===== src/rtl/uart_pkg.sv =====
// rtl/uart_pkg.sv - frame format shared by the UART transmitter and receiver
package uart_pkg;

   localparam int DATA_BITS = 8;

   localparam logic LINE_IDLE = 1'b1;
   localparam logic START_LVL = 1'b0;
   localparam logic STOP_LVL  = 1'b1;

   typedef enum logic [2:0] {
      ST_IDLE   = 3'd0,
      ST_START  = 3'd1,
      ST_DATA   = 3'd2,
      ST_PARITY = 3'd3,
      ST_STOP   = 3'd4
   } uart_state_t;

   function automatic logic even_parity(input logic [DATA_BITS-1:0] d);
      return ^d;
   endfunction

endpackage


===== src/rtl/uart_rx_sampler.sv =====
// rtl/uart_rx_sampler.sv - line synchronizer, 3-sample majority vote and start detect
module uart_rx_sampler
   import uart_pkg::*;
(
   input  logic clk,
   input  logic rst_n,
   input  logic u_rx,
   input  logic idle,
   output logic bit_maj,
   output logic start_det
);

   logic       sync1;
   logic       sync2;
   logic [1:0] hist;
   logic       armed;

   // hist resets to 0 so the synchronizer's reset value of 1 cannot arm a line held low through reset
   always_ff @(posedge clk or negedge rst_n) begin
      if (!rst_n) begin
         sync1 <= LINE_IDLE;
         sync2 <= LINE_IDLE;
         hist  <= 2'b00;
         armed <= 1'b0;
      end else begin
         sync1 <= u_rx;
         sync2 <= sync1;
         hist  <= {hist[0], sync2};
         if (idle && sync2 && (&hist))
            armed <= 1'b1;
      end
   end

   assign bit_maj   = (hist[1] & hist[0]) | (hist[1] & sync2) | (hist[0] & sync2);
   assign start_det = idle && armed && (sync2 == START_LVL);

endmodule


===== src/rtl/uart_rx.sv =====
// rtl/uart_rx.sv - UART frame receiver with single-entry valid/ready output register
module uart_rx
   import uart_pkg::*;
#(
   parameter int CLKS_PER_BIT = 16,
   parameter int DATA_BITS    = 8
) (
   input  logic                 clk,
   input  logic                 rst_n,
   input  logic                 u_rx,
   output logic [DATA_BITS-1:0] rx_data,
   output logic                 rx_valid,
   input  logic                 rx_ready,
   output logic                 parity_err,
   output logic                 frame_err,
   output logic                 overrun
);

   localparam int CW = $clog2(CLKS_PER_BIT);
   localparam int IW = $clog2(DATA_BITS);
   localparam logic [CW-1:0] HALF_LAST = CW'(CLKS_PER_BIT/2 - 1);
   localparam logic [CW-1:0] FULL_LAST = CW'(CLKS_PER_BIT - 1);
   localparam logic [IW-1:0] IDX_LAST  = IW'(DATA_BITS - 1);

   uart_state_t          state;
   logic [CW-1:0]        cnt;
   logic [IW-1:0]        idx;
   logic [DATA_BITS-1:0] shift_q;
   logic                 par_q;
   logic                 stop_q;
   logic                 done_q;
   logic                 bit_maj;
   logic                 start_det;
   logic                 tick;

   uart_rx_sampler u_sampler (
      .clk       (clk),
      .rst_n     (rst_n),
      .u_rx      (u_rx),
      .idle      (state == ST_IDLE),
      .bit_maj   (bit_maj),
      .start_det (start_det)
   );

   // the start bit is decided at its centre, every later bit one full bit time after the previous
   assign tick = (state == ST_START) ? (cnt == HALF_LAST) : (cnt == FULL_LAST);

   always_ff @(posedge clk or negedge rst_n) begin
      if (!rst_n) begin
         state   <= ST_IDLE;
         cnt     <= '0;
         idx     <= '0;
         shift_q <= '0;
         par_q   <= 1'b0;
         stop_q  <= 1'b0;
         done_q  <= 1'b0;
      end else begin
         done_q <= 1'b0;
         if (state != ST_IDLE)
            cnt <= tick ? '0 : cnt + CW'(1);
         case (state)
            ST_IDLE: begin
               if (start_det) begin
                  state <= ST_START;
                  cnt   <= '0;
               end
            end
            ST_START: begin
               if (tick) begin
                  if (bit_maj != START_LVL) begin
                     state <= ST_IDLE;
                  end else begin
                     state <= ST_DATA;
                     idx   <= '0;
                  end
               end
            end
            ST_DATA: begin
               if (tick) begin
                  shift_q[idx] <= bit_maj;
                  if (idx == IDX_LAST)
                     state <= ST_PARITY;
                  else
                     idx <= idx + IW'(1);
               end
            end
            ST_PARITY: begin
               if (tick) begin
                  par_q <= bit_maj;
                  state <= ST_STOP;
               end
            end
            ST_STOP: begin
               if (tick) begin
                  stop_q <= bit_maj;
                  done_q <= 1'b1;
                  state  <= ST_IDLE;
               end
            end
            default: state <= ST_IDLE;
         endcase
      end
   end

   // a completed frame may replace a word that is being accepted in the same cycle
   always_ff @(posedge clk or negedge rst_n) begin
      if (!rst_n) begin
         rx_data    <= '0;
         rx_valid   <= 1'b0;
         parity_err <= 1'b0;
         frame_err  <= 1'b0;
         overrun    <= 1'b0;
      end else begin
         overrun <= 1'b0;
         if (done_q) begin
            if (!rx_valid || rx_ready) begin
               rx_data    <= shift_q;
               parity_err <= par_q != even_parity(shift_q);
               frame_err  <= stop_q != STOP_LVL;
               rx_valid   <= 1'b1;
            end else begin
               overrun <= 1'b1;
            end
         end else if (rx_valid && rx_ready) begin
            rx_valid <= 1'b0;
         end
      end
   end

endmodule


===== config.mk =====
export PLATFORM = sky130hd
export DESIGN_NAME = uart_rx
export DESIGN_NICKNAME = d
export VERILOG_FILES = /design/src/rtl/uart_pkg.sv /design/src/rtl/uart_rx_sampler.sv /design/src/rtl/uart_rx.sv
export SDC_FILE = /design/constraint.sdc
export NUM_CORES = 1
export LEC_CHECK = 0
export CORE_ASPECT_RATIO = 0.5
export CORE_MARGIN = 5
export CORE_UTILIZATION = 60
export CTS_CLUSTER_DIAMETER = 150
export CTS_CLUSTER_SIZE = 8
export DETAILED_ROUTE_END_ITERATION = 6
export GPL_ROUTABILITY_DRIVEN = 0
export PLACE_DENSITY_LB_ADDON = 0.05
export SETUP_SLACK_MARGIN = 0.3
export SYNTH_ARGS = -nofsm -noshare
export SYNTH_HDL_FRONTEND = slang
export SYNTH_SLANG_ARGS = --single-unit

===== constraint.sdc =====
create_clock -name clk -period 2.7 [get_ports clk]
set_input_delay 0.54 -clock clk [delete_from_list [all_inputs] [get_ports clk]]
set_output_delay 0.54 -clock clk [all_outputs]
set_load 0.05 [all_outputs]

### Yosys cells after proc, flatten, opt, wreduce, memory -nomap -nowiden

Index checks and enable logic that the tools add are counted.

| word-level totals | value |
|---|---|
| bits in registers | 38 |
| word-level logic and storage cells | 93 |
| input bits | 4 |
| output and inout bits | 12 |

| operators by class | value |
|---|---|
| reductions and logical operators | 21 |
| muxes and demuxes | 28 |
| equal/unequal tests | 17 |
| add/subtract/negate cells | 2 |
| bitwise operators | 7 |
| order comparisons | 2 |

Operators with widths:

| cell | count |
|---|---|
| 3-bit 2-to-1 mux | 10 |
| 4-bit 2-to-1 mux | 4 |
| 2-bit != test (second input constant) | 8 |
| 3-bit case mux with 5 select lines | 1 |
| 2-bit AND reduction | 6 |
| 1-bit 2-to-1 mux | 9 |
| 8-bit bitwise mux | 1 |
| 8-bit XOR reduction | 1 |
| 3-bit by 2-bit equality test with 1-bit output (second input constant) | 2 |
| 3-bit equality test (second input constant) | 2 |
| 1-bit logical AND | 6 |
| 3-bit case mux with 2 select lines | 1 |
| 6-bit AND reduction | 1 |
| 5-bit AND reduction | 1 |
| 4-bit by 1-bit adder with 4-bit output (second input constant) | 1 |
| 4-bit by 3-bit equality test with 1-bit output (second input constant) | 1 |
| 4-bit equality test (second input constant) | 1 |
| 3-bit by 4-bit < comparator with 1-bit output (second input constant) | 1 |
| 2-bit nonzero test | 2 |
| 3-bit by 1-bit adder with 3-bit output (second input constant) | 1 |
| 1-bit bitwise AND | 3 |
| 1-bit demux with 3-bit select | 1 |
| 3-bit by 1-bit equality test with 1-bit output (second input constant) | 1 |
| 3-bit by 1-bit greater-or-equal comparator with 1-bit output (second input constant) | 1 |
| other kinds (9) | 11 |

### Depth between registers and ports, before layout

| depth | value |
|---|---|
| depth after elaboration | 6 |
| gate-level depth with buffers | 5 |
| mapped depth without buffers | 5 |

### Hierarchy

A second synthesis with hierarchy kept.

| second synthesis, totals | value |
|---|---|
| cell total of the unflattened synthesis | 147 |
| area total of the unflattened synthesis | 1779.2 um^2 |

By module, submodules not included:

| module | instances | area an instance (um^2) | seq. area each (um^2) | cells each |
|---|---|---|---|---|
| uart_rx | 1 | 1619.1 | 825.8 | 139 |
| uart_rx_sampler | 1 | 160.2 | 127.6 | 8 |

### Worst setup path after synthesis

Ideal clock, no wire load.

| path | value |
|---|---|
| kind | register to register |
| from | reg state[0] |
| to | reg shift_q[4] |
| cell stages (with the launch flop) | 6 |
| slack | 0.854 ns |
| path buffers | 1 |
| period minus slack after synthesis | 1.846 ns |
| setup time | 0.128 ns |
| required time | 2.572 ns |
| arrival | 1.718 ns |
| path through | dfrtp_1 buf_2 or3b_1 or2_4 nor4b_4 mux2_1 |

| between the ends | value |
|---|---|
| word-level cells in the longest chain between the ends | 3 |
| elaborated cells between the ends (all ways) | 4 |
| those cells by class | eq/ne (2); mux (1); reduce/logical (1) |

Ends and longest elaborated chain:

| what | line | source |
|---|---|---|
| start: declaration | uart_rx.sv:25 | `uart_state_t state;` |
| start signal: assignment | uart_rx.sv:50 | `state <= ST_IDLE;` |
| start signal: assignment | uart_rx.sv:64 | `state <= ST_START;` |
| start signal: assignment | uart_rx.sv:71 | `state <= ST_IDLE;` |
| 3-bit by 1-bit equality test with 1-bit output | uart_rx.sv:46 | `assign tick = (state == ST_START) ? (cnt == HALF_LAST) : (cnt == FULL_LAST);` |
| 1-bit 2-to-1 mux | uart_rx.sv:46 |  |
| 2-bit AND reduction (no source line) (*) | -- |  |
| end signal: indexed assignment | uart_rx.sv:80 | `shift_q[idx] <= bit_maj;` |
| end: declaration | uart_rx.sv:28 | `logic [DATA_BITS-1:0] shift_q;` |

Mark *: on every way between the ends. The rest lies on a longest branch, timed or not.
A chain may end at the register's enable or synchronous reset.

### Final worst setup path

| path | value |
|---|---|
| from | reg rx_data[6] |
| to | out rx_data[6] |

RTL lines:

| what | line | source |
|---|---|---|
| start: declaration | uart_rx.sv:11 | `output logic [DATA_BITS-1:0] rx_data,` |
| start signal: assignment | uart_rx.sv:117 | `rx_data <= shift_q;` |

No word-level cell between the ends.

==> metrics.md <==
| Metric | Value |
|---|---|
| Synth Cell Area | 0.00171 mm2 |
| Clock period minus final worst setup slack | 2.01 ns |
| Detailed Place HPWL | 2060 um |
| Hold Crit Class | primary input to async pin |
| Maximum VDD drop | 526 uV |
| Synth unique cells | 34 |
| Crit path max fanout | 2 |
| Layout cells sized above 1 | 20.9% |
| M1 GR Usage | 20.8% |
| Total power | 1580 uW |
| Area Growth Syn to Fin | 18.0% |
| Leak | 0.000924 uW |
| Wirelength per Cell | 14.4 um |
| CP max stage cell | clkdlybuf4s50_1 |
| Post-synth EDFFs | 0 |
| Initial antenna violation count | 0 |
| Fin crit share | 74.3% |
| Initial Util | 64.4% |
| Core Util, Final | 76.0% |
| Rows | 13 |
| RSZ-0062 raised after global routing | no |
| Post-DRT Antenna Nets | 0 |
| CTS tree | built |
| Synth warn | 0 |
| CTS Sinks | 38 |
| # DRC | 0 |
| Vias in the first global route | 1041 |
| Worst slew pin tran | 0.800 ns |
| Root Buffer Master | clkbuf_8 |
| DR vias/cell | 5.61 |
| Fin Clk Skew | 0.00472 ns |
| Critical path's top delay family | buffers and inverters |
| Clock buffer count from CTS | 5 |
| Setup Fix Bufs, Post-CTS | 0 |
| Max-cap violation count | 0 |
| Final hold violation count | 0 |
| GR peak layer | met2 |
| Synth area leader | dfrtp_1 |
| Required @ worst endpoint | 2.16 ns |
| # IOs | 16 |
| Hold buffers post-CTS | 0 |
| Most frequent cell after synthesis | dfrtp_1 |
| Die Area | 0.00408 mm2 |
| Most instantiated cells after synthesis | dfrtp_1 (36), mux2_2 (18), nor2_1 (12), nand2_1 (9) |
| Endpoint class of the critical path | primary output |
| Pre-antenna DRT Iters | 2 |
| Cell count after synthesis | 141 |
| Die Wd | 85.5 um |
| Setup TNS | 0 ns |
| Largest net degree at the start of global routing | 39 |
| Main synth FF type | dfrtp_1 |
| Critical path class | flop to primary output |
| Overall Global Routing Usage | 16.7% |
| CP cell instances | clkdlybuf4s50_1 |
| Fmax achieved | 499 MHz |
| Initial DRC Count | 38 |
| Setup-failing EPs final | 0 |
| Clock slew at reported path FFs | 0.08 ns |
| Mapped Nets | 148 |
| DR vias | 1094 |
| Synth async-reset ratio | 100% |
| Fin area | 0.00202 mm2 |
| H-Tree Depth | 2 |
| First-pass GRT wire length | 5020 um |
| Latest clock arrival within the worst-skew pair | 0.28 ns |
| Slew Limit Fails | 0 |
| Arr. time, crit path | 1.47 ns |
| Die Height | 47.7 um |
| Total Wirelength | 2810 um |
| # diodes | 0 |
| Core Footprint | 0.00265 mm2 |
| Met2 Track Usage GR | 28.2% |
| Filler instances | 171 |
| Synth area leaders | dfrtp_1 (53%), mux2_2 (12%), dfstp_2 (3.1%) |
| M3 GR Usage | 6.36% |
| Register area share after synthesis | 55.8% |
| Synthesized flop and latch total | 38 |
| PD cells | 784 mW/mm2 |
| Relative slew slack | 46.6% |
| Clk buf depth | 2 |
| Gr ovfl total | 0 |
| Area share of the largest cell type after synthesis | 52.7% |
| Worst reg-to-reg setup slack | 0.82 ns |
| PortBufs | 15 |
| CTS resizes | 0 |
| Worst path buffer plus inverter count | 1 |
| Final net count | 164 |
| Crit start category | flop |
| Syn avg cell area | 12.1 um2 |
| Crit-path max cell delay | 0.81 ns |
| Status | complete, no violations |
| Placed cell area | 0.00188 mm2 |
==> area by class of cell <==
class | count | area [um2] | share of cell area [%]
Clock buffer | 5 | 68.8 | 3.41
Tap cell | 37 | 46.3 | 2.30
Inverter | 3 | 11.3 | 0.559
Timing Repair Buffer | 16 | 153 | 7.57
Clock inverter | 3 | 68.8 | 3.41
Sequential cell | 38 | 953 | 47.3
Multi-Input combinational cell | 93 | 714 | 35.4
==> routing by layer <==
metal	vias up	routed length, um
li1	530	-
met5	-	0
met2	16	1290
met1	544	1360
met3	4	135
met4	0	27
==> kinds of logic (layout without fill, tap and decap cells) <==
logic type               after synthesis  in the layout  share of synthesized area, %
adder cells (fa/ha/maj)                4              4                          2.78
AO/OA/AOI/OAI                         15             15                          6.01
flip-flops                            38             38                          55.8
buffers and inverters                 10             27                          2.34
multiplexers                          19             19                          12.5
AND/OR/NAND/NOR                       46             46                          15.1
XOR/XNOR                               9              9                          5.42
==> cells in the final DEF, fill, tap and decap left out, types with 3 or more instances in the layout <==
master           instances
clkbuf_8                 5
nor2_1                  12
and2_1                   3
clkdlybuf4s50_1         14
nand2b_1                 3
mux2_2                  18
ha_1                     3
nor3_1                   3
xor2_1                   3
nand4_1                  3
inv_1                    3
o21ai_0                  6
dfrtp_1                 36
nand2_1                  9
nand3_1                  6
xnor2_1                  5
==> stage by stage <==
stage | worst slack, ns | std cells | hold WS, ns
CTS | 0.675 | 195 | 0.362
detailed placement | 0.738 | 187 | 0.351
finish | 0.694 | 195 | 0.340
global route | 0.650 | 195 | 0.370
global placement | 0.782 | 187 | 0.346
floorplan | 0.854 | 141 | 0.244
==> registers in the layout (all words and copies together) (netlist names), 2 cells and up <==
| signal | cells |
|---|---|
| state | 3 |
| u_sampler.hist | 2 |
| cnt | 4 |
| shift_q | 8 |
| idx | 3 |
| rx_data | 8 |
==> where the power goes <==
group	leakage [uW]	total [uW]	switching [uW]	internal (uW)
clock network	0.0000683	573	203	370
logic	0.000352	291	148	143
registers	0.000503	716	80.2	636
==> worst paths after layout <==
kind                                       from              end  depth (start not counted)
worst min register to register  u_sampler.sync1  u_sampler.sync2                          0
max in group asynchronous                 rst_n       shift_q[2]                          1
min in group clk                u_sampler.sync1  u_sampler.sync2                          0
worst max-delay path                 rx_data[6]       rx_data[6]                          1
worst max register to register         state[0]       shift_q[4]                          4
worst min-delay path                      rst_n         state[2]                          1
Power figures use the tool's default switching activity.
